## config.mk

```make
export PLATFORM = sky130hd
export DESIGN_NAME = instr_encoder
export DESIGN_NICKNAME = d
export VERILOG_FILES = /design/src/rtl/instr_encoder.sv
export SDC_FILE = /design/constraint.sdc
export NUM_CORES = 1
export LEC_CHECK = 0
export ABC_CLOCK_PERIOD_IN_PS = 6700
export CORE_ASPECT_RATIO = 0.9
export CORE_MARGIN = 1
export CORE_UTILIZATION = 45
export DETAILED_ROUTE_END_ITERATION = 10
export HOLD_SLACK_MARGIN = 0.02
export PLACE_DENSITY_LB_ADDON = 0.25
export SLEW_MARGIN = 20
export SYNTH_ARGS = -nofsm -noshare
export SYNTH_HDL_FRONTEND = slang
export SYNTH_SLANG_ARGS = --single-unit
```

## constraint.sdc

```tcl
create_clock -name clk_i -period 6.7 [get_ports clk_i]
set_clock_uncertainty 0.05 [all_clocks]
set_input_delay 1.34 -clock clk_i [delete_from_list [all_inputs] [get_ports clk_i]]
set_output_delay 1.34 -clock clk_i [all_outputs]
set_load 0.05 [all_outputs]
```

## src/rtl/instr_encoder.sv

```systemverilog
// RV32I-subset instruction encoder: packs symbolic requests into 32-bit words and
// queues {word, address} in a small FIFO. Define ENC_RANGE_CHECK_EN to reject out-of-range immediates.
module instr_encoder #(
  parameter int unsigned DEPTH     = 4,
  parameter logic [31:0] BASE_ADDR = 32'h0000_0000
) (
  input  logic        clk_i,
  input  logic        rst_i,
  input  logic        in_valid_i,
  output logic        in_ready_o,
  input  logic [3:0]  in_op_i,
  input  logic [4:0]  in_rd_i,
  input  logic [4:0]  in_rs1_i,
  input  logic [4:0]  in_rs2_i,
  input  logic [31:0] in_imm_i,
  output logic        out_valid_o,
  input  logic        out_ready_i,
  output logic [31:0] out_instr_o,
  output logic [31:0] out_addr_o,
  output logic        err_o,
  output logic [7:0]  err_cnt_o
);

  localparam int unsigned PtrW = $clog2(DEPTH);
  localparam int unsigned CntW = PtrW + 1;

  typedef enum logic [2:0] {FmtR, FmtI, FmtS, FmtB, FmtJ, FmtU} fmt_e;

  logic [63:0]     mem_q [DEPTH];
  logic [PtrW-1:0] wr_ptr_q, rd_ptr_q, rd_ptr_d;
  logic [CntW-1:0] count_q, count_d, remaining;
  logic [31:0]     addr_q;
  logic [63:0]     head_q, head_d;
  logic            err_q;
  logic [7:0]      err_cnt_q;

  fmt_e        fmt;
  logic [6:0]  opcode, funct7;
  logic [2:0]  funct3;
  logic        op_legal, imm_ok;
  logic [31:0] instr;
  logic        accept, push, pop, reject;

  always_comb begin
    fmt      = FmtR;
    opcode   = 7'b0000000;
    funct3   = 3'b000;
    funct7   = 7'b0000000;
    op_legal = 1'b1;
    case (in_op_i)
      4'd0:    begin fmt = FmtI; opcode = 7'b0010011; end
      4'd1:    begin fmt = FmtR; opcode = 7'b0110011; end
      4'd2:    begin fmt = FmtR; opcode = 7'b0110011; funct7 = 7'b0100000; end
      4'd3:    begin fmt = FmtI; opcode = 7'b0000011; funct3 = 3'b010; end
      4'd4:    begin fmt = FmtS; opcode = 7'b0100011; funct3 = 3'b010; end
      4'd5:    begin fmt = FmtB; opcode = 7'b1100011; end
      4'd6:    begin fmt = FmtJ; opcode = 7'b1101111; end
      4'd7:    begin fmt = FmtI; opcode = 7'b1100111; end
      4'd8:    begin fmt = FmtU; opcode = 7'b0110111; end
      4'd9:    begin fmt = FmtU; opcode = 7'b0010111; end
      default: op_legal = 1'b0;
    endcase
  end

  always_comb begin
    instr = 32'h0;
    case (fmt)
      FmtR: instr = {funct7, in_rs2_i, in_rs1_i, funct3, in_rd_i, opcode};
      FmtI: instr = {in_imm_i[11:0], in_rs1_i, funct3, in_rd_i, opcode};
      FmtS: instr = {in_imm_i[11:5], in_rs2_i, in_rs1_i, funct3, in_imm_i[4:0], opcode};
      FmtB: instr = {in_imm_i[12], in_imm_i[10:5], in_rs2_i, in_rs1_i, funct3,
                     in_imm_i[4:1], in_imm_i[11], opcode};
      FmtJ: instr = {in_imm_i[20], in_imm_i[10:1], in_imm_i[11], in_imm_i[19:12],
                     in_rd_i, opcode};
      FmtU: instr = {in_imm_i[31:12], in_rd_i, opcode};
      default: instr = 32'h0;
    endcase
  end

`ifdef ENC_RANGE_CHECK_EN
  // Sign-extension checks: the dropped upper bits must all equal the top kept bit.
  always_comb begin
    imm_ok = 1'b1;
    case (fmt)
      FmtI, FmtS: imm_ok = (&in_imm_i[31:11]) | ~(|in_imm_i[31:11]);
      FmtB: imm_ok = ((&in_imm_i[31:12]) | ~(|in_imm_i[31:12])) & ~in_imm_i[0];
      FmtJ: imm_ok = ((&in_imm_i[31:20]) | ~(|in_imm_i[31:20])) & ~in_imm_i[0];
      FmtU: imm_ok = ~(|in_imm_i[11:0]);
      default: imm_ok = 1'b1;
    endcase
  end
`else
  assign imm_ok = 1'b1;
`endif

  assign in_ready_o = (count_q < CntW'(DEPTH));
  assign accept     = in_valid_i & in_ready_o;
  assign push       = accept & op_legal & imm_ok;
  assign reject     = accept & ~(op_legal & imm_ok);
  assign pop        = out_valid_o & out_ready_i;

  // Head is registered so the output holds its last value once the FIFO drains.
  always_comb begin
    rd_ptr_d  = rd_ptr_q + PtrW'(pop);
    remaining = count_q - CntW'(pop);
    count_d   = remaining + CntW'(push);
    head_d    = head_q;
    if (remaining != '0) begin
      head_d = mem_q[rd_ptr_d];
    end else if (push) begin
      head_d = {instr, addr_q};
    end
  end

  always_ff @(posedge clk_i) begin
    if (rst_i) begin
      for (int i = 0; i < int'(DEPTH); i++) mem_q[i] <= 64'h0;
      wr_ptr_q  <= '0;
      rd_ptr_q  <= '0;
      count_q   <= '0;
      addr_q    <= BASE_ADDR;
      head_q    <= 64'h0;
      err_q     <= 1'b0;
      err_cnt_q <= 8'h00;
    end else begin
      if (push) begin
        mem_q[wr_ptr_q] <= {instr, addr_q};
        wr_ptr_q        <= wr_ptr_q + 1'b1;
        addr_q          <= addr_q + 32'd4;
      end
      rd_ptr_q <= rd_ptr_d;
      count_q  <= count_d;
      head_q   <= head_d;
      err_q    <= reject;
      if (reject && err_cnt_q != 8'hFF) err_cnt_q <= err_cnt_q + 8'd1;
    end
  end

  assign out_valid_o = (count_q != '0);
  assign out_instr_o = head_q[63:32];
  assign out_addr_o  = head_q[31:0];
  assign err_o       = err_q;
  assign err_cnt_o   = err_cnt_q;

endmodule
```

==> results of run 1 <==
-- through the flow --
stage / util / worst slack [ns] / hold WS (ns) / cell area (µm²)
final: 0.545 / 2.02 / 0.430 / 18600
after global routing: 0.545 / 1.82 / 0.447 / 18600
after CTS: 0.545 / 2.07 / 0.434 / 18600
after detailed placement: 0.508 / 1.54 / 0.422 / 17300
after global placement: 0.508 / 1.64 / 0.421 / 17300
after floorplan: - / 1.39 / 0.423 / 15700
-- area by class of cell --
cell class                      instances  area (µm²)
Timing Repair Buffer                  148        1470
Fill cell                            2962       15500
Multi-Input combinational cell        831        5580
Clock inverter                         16         194
Tap cell                              462         578
Sequential cell                       351        9470
Inverter                               61         229
Clock buffer                           52        1070
-- logic make-up (layout without fill, tap and decap cells) --
family,after synthesis,count (layout),synth area share
DFF,351,351,0.605
adders and majority gates,7,7,0.00560
buffers and inverters,164,277,0.0433
muxes,69,69,0.0932
and+or+nand+nor,541,541,0.159
other,1,2,0.000240
xor gates and xnor gates,14,14,0.00784
AOI/OAI and AO/OA,198,198,0.0855
-- Yosys cell counts (17+ instances only) --
master    instances  share of area
nand3_1          25         0.0080
o21ai_0          46          0.015
mux4_2           61          0.088
o31ai_1          21          0.010
a311oi_1         32          0.018
and2_1           32          0.013
a21oi_1          45          0.014
nor2_1          233          0.056
dfxtp_1         107           0.14
or4_1            17         0.0082
inv_1            61          0.015
nand2_1         134          0.032
edfxtp_1        244           0.47
clkbuf_1         72          0.017
-- worst max-delay path: stages --
cell	delay, ns
clkdlybuf4s50_1	0.76
o21ai_2	0.66
nand3_1	0.14
buf_4	0.29
or3_1	0.64
inv_1	0.88
and2_2	0.28
-- worst max path at each step --
stage,slack [ns],depth (start not counted),to,from
3_5_place_dp,1.54,7,mem_q[0][54],in_op_i[2]
4_1_cts,2.07,7,mem_q[0][17],in_op_i[2]
3_3_place_gp,1.64,7,mem_q[0][63],in_op_i[2]
2_1_floorplan,1.39,5,mem_q[3][10],in_op_i[1]
6_report,2.02,7,mem_q[0][11],in_op_i[2]
5_1_grt,1.82,7,mem_q[0][17],in_op_i[2]
-- layout by cell type, fill, tap and decap left out, types with 8 or more instances in the layout --
| cell | instances |
|---|---|
| clkbuf_16 | 39 |
| a221oi_1 | 12 |
| and3_1 | 11 |
| or4_1 | 17 |
| nor2_1 | 232 |
| clkbuf_1 | 8 |
| or3_1 | 10 |
| mux4_2 | 61 |
| nand3_1 | 25 |
| o31ai_1 | 21 |
| nand2_1 | 130 |
| a311oi_1 | 32 |
| nor3_1 | 15 |
| xnor2_1 | 9 |
| clkdlybuf4s50_1 | 126 |
| nor4_1 | 8 |
| inv_1 | 60 |
| edfxtp_1 | 244 |
| nor2b_1 | 11 |
| buf_4 | 17 |
| a211oi_1 | 8 |
| nand2b_1 | 12 |
| and2_1 | 32 |
| a21oi_1 | 45 |
| clkinv_2 | 8 |
| dfxtp_1 | 107 |
| o21ai_0 | 45 |
| a22o_1 | 13 |
-- layer usage --
| metal | vias to the layer above | track usage | wire [µm] |
|---|---|---|---|
| met4 | 0 | 0.0612 | 760 |
| met3 | 52 | 0.0404 | 2670 |
| met2 | 356 | 0.378 | 19100 |
| met5 | - | 0 | 0 |
| met1 | 5512 | 0.313 | 17200 |
| li1 | 5060 | - | - |
-- sequential cells by signal, indices dropped and copies added, names as in the netlist --
| name | flops |
|---|---|
| mem_q | 244 |
| rd_ptr_q | 2 |
| err_cnt_o | 8 |
| err_o | 1 |
| count_q | 3 |
| head_q | 61 |
| addr_q | 30 |
| wr_ptr_q | 2 |
-- power by group --
| part | total [µW] | switching [µW] | internal, µW | leakage [µW] |
|---|---|---|---|---|
| logic | 2940 | 1810 | 1130 | 0.00258 |
| registers | 2710 | 127 | 2580 | 0.00341 |
| clock network | 2120 | 843 | 1280 | 0.000627 |
==> results.md, run 1 <==
- Outcome: finished, final reports clean
- Wire per inst: 20.7 µm
- Hold Path Sink: head_q[10]
- RSZ-0062 raised after global routing: false
- Max cap viols: 0
- Total CTS buffers: 37
- Initial Util: 0.459
- Hold Buf Count CTS: 0
- Hold path startpoint: head_q[10]
- Total track usage: 0.229
- Synth Warn #: 0
- Minimum clock period: 4.68 ns
- Area of the core: 34100 µm²
- Critical path endpoint category: register
- Register bit total from synthesis: 351
- Post-CTS Setup Bufs: 0
- Worst-Margin Slew: 1.04 ns
- DRT Pass-1 Iters: 5
- Critical path type: input port to register
- First-pass GRT wire length: 62000 µm
- Worst path arrival time: 5.01 ns
- Clock Path Buffers: 3
- Residual DRC count: 0
- Worst r2r src: count_q[2]
- CTS resizes: 0
- Mapped Cells: 1345
- DPL Wire Length: 24800 µm
- TritonCTS clock tree: built
- Post-synth top flop: edfxtp_1
- CP Max Fanout: 30
- Max frequency: 214 MHz
- Total die area: 35500 µm²
- Async SR Flop Fraction: 0
- Total global routing overflow: 0
- Clock transition at path regs: 0.07 ns
- Number of global-route vias before repair: 10900
- Die height: 179 µm
- Layout area overhead: 18.8%
- Worst Hold Class: register to register
- Layout Nets: 1492
- RR Endpoint: head_q[6]
- Largest net degree at the start of global routing: 59
- Crit path launch type: input port
- Routability cong.: 0.846
- # diodes: 0
- EDFF count, synth: 244
- DRT iter0 DRCs: 912
- Buffers added on ports: 127
- Initial antenna violation count: 0
- Slew margin rel.: 0.305
- Worst R2R Setup Slack: 3.53 ns
- Vias per cell: 5.72
- Hold Crit Depth: 2
- Num rows: 64
- Clk root buf: clkbuf_16
- Clk_lat worst skew: 0.52 ns
- Final worst path period share: 0.698
- H-Tree Depth: 2
- Setup Total Neg Slack: 0 ns
- Synth Area per Inst: 11.6 µm²
- IO Count: 130
- Final hold violations: 0
- # setup viols final: 0
- VDD IR-drop max: 0.000310 V
- Non-Filler Instances: 1921
- Share of cells above drive strength 1: 0.119
- Final wirelength: 39700 µm
- CTS sink cnt: 351
- Register area share after synthesis: 0.605
- Post-route antenna net violation count: 0
- Die X: 199 µm
- Synthesized area: 15600 µm²
- R2R depth: 10
- Pwr/cell area: 418 nW/µm²
- Fin. max-slew vios: 0
- Placed Cells: 1853
- WP data required: 7.03 ns
- Final Total Pwr: 7770 µW
- Vias: 11000
- Static leakage: 0.00661 µW
- Unique masters post-synth: 61
(Power assumes the default switching activity.)
==> run 2: changes to the inputs <==
--- a/config.mk
+++ b/config.mk
@@ -5,7 +5,7 @@
 export SDC_FILE = /design/constraint.sdc
 export NUM_CORES = 1
 export LEC_CHECK = 0
-export ABC_CLOCK_PERIOD_IN_PS = 6700
+export ABC_CLOCK_PERIOD_IN_PS = 4500
 export CORE_ASPECT_RATIO = 0.9
 export CORE_MARGIN = 1
 export CORE_UTILIZATION = 45
==> constraint.sdc (replaced) <==
create_clock -name clk_i -period 4.5 [get_ports clk_i]
set_clock_uncertainty 0.05 [all_clocks]
set_input_delay 0.9 -clock clk_i [delete_from_list [all_inputs] [get_ports clk_i]]
set_output_delay 0.9 -clock clk_i [all_outputs]
set_load 0.05 [all_outputs]
==> run 2 against run 1 <==
- setup slack got worse by 0.54 ns
- wire length rose by 0.45%
- flip-flop and latch count did not move
- global-route usage rose by 0.23 points
- sequential power rose by 49%
- non-clock buffer count rose by 14
- clock power rose by 34%
- power rose by 46%
- core utilization fell by 0.11 points
- via count barely moved
- first-iteration DRC count fell by 14%
- largest cell class unchanged
- highest routed layer unchanged
==> results.md, run 2 (synthesis gave the netlist of run 1 again) <==
- Buf/Inv on CP: 5
- Total global routing overflow: 0
- DRT iter0 DRCs: 786
- Layout area overhead: 18.6%
- Reg with most FFs: mem_q
- GRT Max-Usage Layer: met2
- Regs by FF count: mem_q x244, head_q x61, addr_q x30
- Final hold violations: 0
- CTS sink cnt: 351
- VDD IR-drop max: 0.000893 V
- Hold Path Sink: head_q[11]
- Pwr/cell area: 613 nW/µm²
- Max frequency: 332 MHz
- Area of the core: 34100 µm²
- WP data required: 4.63 ns
- Commonest non-fill, non-tap cells in the layout: edfxtp_1, nor2_1, nand2_1, clkdlybuf4s50_1, dfxtp_1
- DRT Pass-1 Iters: 5
- Initial Util: 0.459
- Vias per cell: 5.68
- Critical path type: input port to register
- Met1 GRT Util: 0.315
- Routability cong.: 0.818
- Largest net degree at the start of global routing: 85
- Slew margin rel.: 0.308
- Layout Nets: 1506
- Worst Hold Class: register to register
- Final setup margin: 1.48 ns
- CP top delay family: buffers and inverters
- Minimum clock period: 3.02 ns
- CTS resizes: 0
- M3 GR Usage: 0.0284
- Hold Buf Count CTS: 0
- Dpl ws: 0.995 ns
- Static leakage: 0.00660 µW
- Clk_lat worst skew: 0.54 ns
- Num rows: 64
- Crit-path max cell delay: 0.56 ns
- TritonCTS clock tree: built
- Outcome: finished, final reports clean
- Post-CTS Setup Bufs: 0
- CP Max Fanout: 55
- Buffers added on ports: 127
- Clock Path Buffers: 3
- RR Endpoint: head_q[51]
- R2R depth: 10
- Most common cell after layout, fill and taps aside: edfxtp_1
- Worst-Margin Slew: 1.04 ns
- Vias: 11000
- Final hold slack: 0.429 ns
- Fin. max-slew vios: 0
- Worst r2r src: count_q[2]
- H-Tree Depth: 2
- Hold path startpoint: head_q[11]
- Total track usage: 0.231
- Post-route antenna net violation count: 0
- # diodes: 0
- Residual DRC count: 0
- Worst R2R Setup Slack: 1.74 ns
- Die height: 179 µm
- RSZ-0062 raised after global routing: false
- Final wirelength: 39900 µm
- Worst path arrival time: 3.15 ns
- Crit path launch type: input port
- Setup Total Neg Slack: 0 ns
- Total CTS buffers: 37
- Initial antenna violation count: 0
- Wire per inst: 20.6 µm
- Max reg flops: 244
- Clk root buf: clkbuf_16
- IO Count: 130
- Slowest CP cell: clkdlybuf4s50_1
- Met2 GRT Util: 0.383
- Hold Crit Depth: 2
- First-pass GRT wire length: 62500 µm
- Critical path endpoint category: register
- Final worst path period share: 0.670
- Die X: 199 µm
- Cell Chain, Critical Path: clkdlybuf4s50_1, nor2b_1, nand3_1, buf_4, inv_1, nand3_1, buf_4, nand2_2, buf_12
- DPL Wire Length: 24200 µm
- Total die area: 35500 µm²
- Max cap viols: 0
- Share of cells above drive strength 1: 0.118
- Filler cell count: 2948
- # setup viols final: 0
- Number of global-route vias before repair: 10900
- Clock transition at path regs: 0.06 ns
## run 2: per-layer routing
layer | share of wire | wire length (µm)
met4 | 0.028 | 1100
met2 | 0.48 | 19200
met3 | 0.058 | 2300
met5 | 0 | 0
met1 | 0.43 | 17300
## run 2: worst max-delay path by stage
| stage | from | to | slack (ns) | cells past startpoint |
|---|---|---|---|---|
| 2_1_floorplan | in_op_i[1] | mem_q[1][10] | 0.53 | 8 |
| 3_3_place_gp | in_valid_i | mem_q[1][28] | 0.98 | 9 |
| 3_5_place_dp | in_valid_i | mem_q[1][28] | 0.99 | 9 |
| 4_1_cts | in_valid_i | mem_q[1][41] | 1.52 | 9 |
| 5_1_grt | in_valid_i | mem_q[0][26] | 1.32 | 7 |
| 6_report | in_valid_i | mem_q[1][26] | 1.48 | 9 |
## run 2: layout make-up
class | instances | area [µm²] | share of cell area
Clock buffer | 52 | 1020 | 0.0551
Clock inverter | 14 | 86.3 | 0.00465
Inverter | 61 | 229 | 0.0123
Multi-Input combinational cell | 831 | 5570 | 0.300
Sequential cell | 351 | 9470 | 0.510
Tap cell | 462 | 578 | 0.0311
Timing Repair Buffer | 162 | 1600 | 0.0864
## run 2: metrics by stage
stage | utilization | cells | total power [µW] | instance area, µm²
2_1_floorplan | - | 1346 | 7190 | 15700
3_3_place_gp | 0.512 | 1867 | 8550 | 17500
3_5_place_dp | 0.512 | 1867 | 8620 | 17500
4_1_cts | 0.544 | 1933 | 11400 | 18600
5_1_grt | 0.544 | 1933 | 11900 | 18600
6_report | 0.544 | 1933 | 11400 | 18600
## run 2: worst reg2reg max path, stage by stage, from the launching register on
cell     delay [ns]
dfxtp_1        0.43
inv_1          0.10
nand3_1        0.11
and2_1         0.22
ha_1           0.18
ha_1           0.15
xor2_1         0.49
o21a_1         0.50
buf_4          0.29
nand2_1        0.08
o21ai_0        0.08
## run 2: power breakdown
group | switching (µW) | total (µW) | internal (µW)
registers | 196 | 4040 | 3840
clock network | 1260 | 2850 | 1590
logic | 2730 | 4490 | 1770
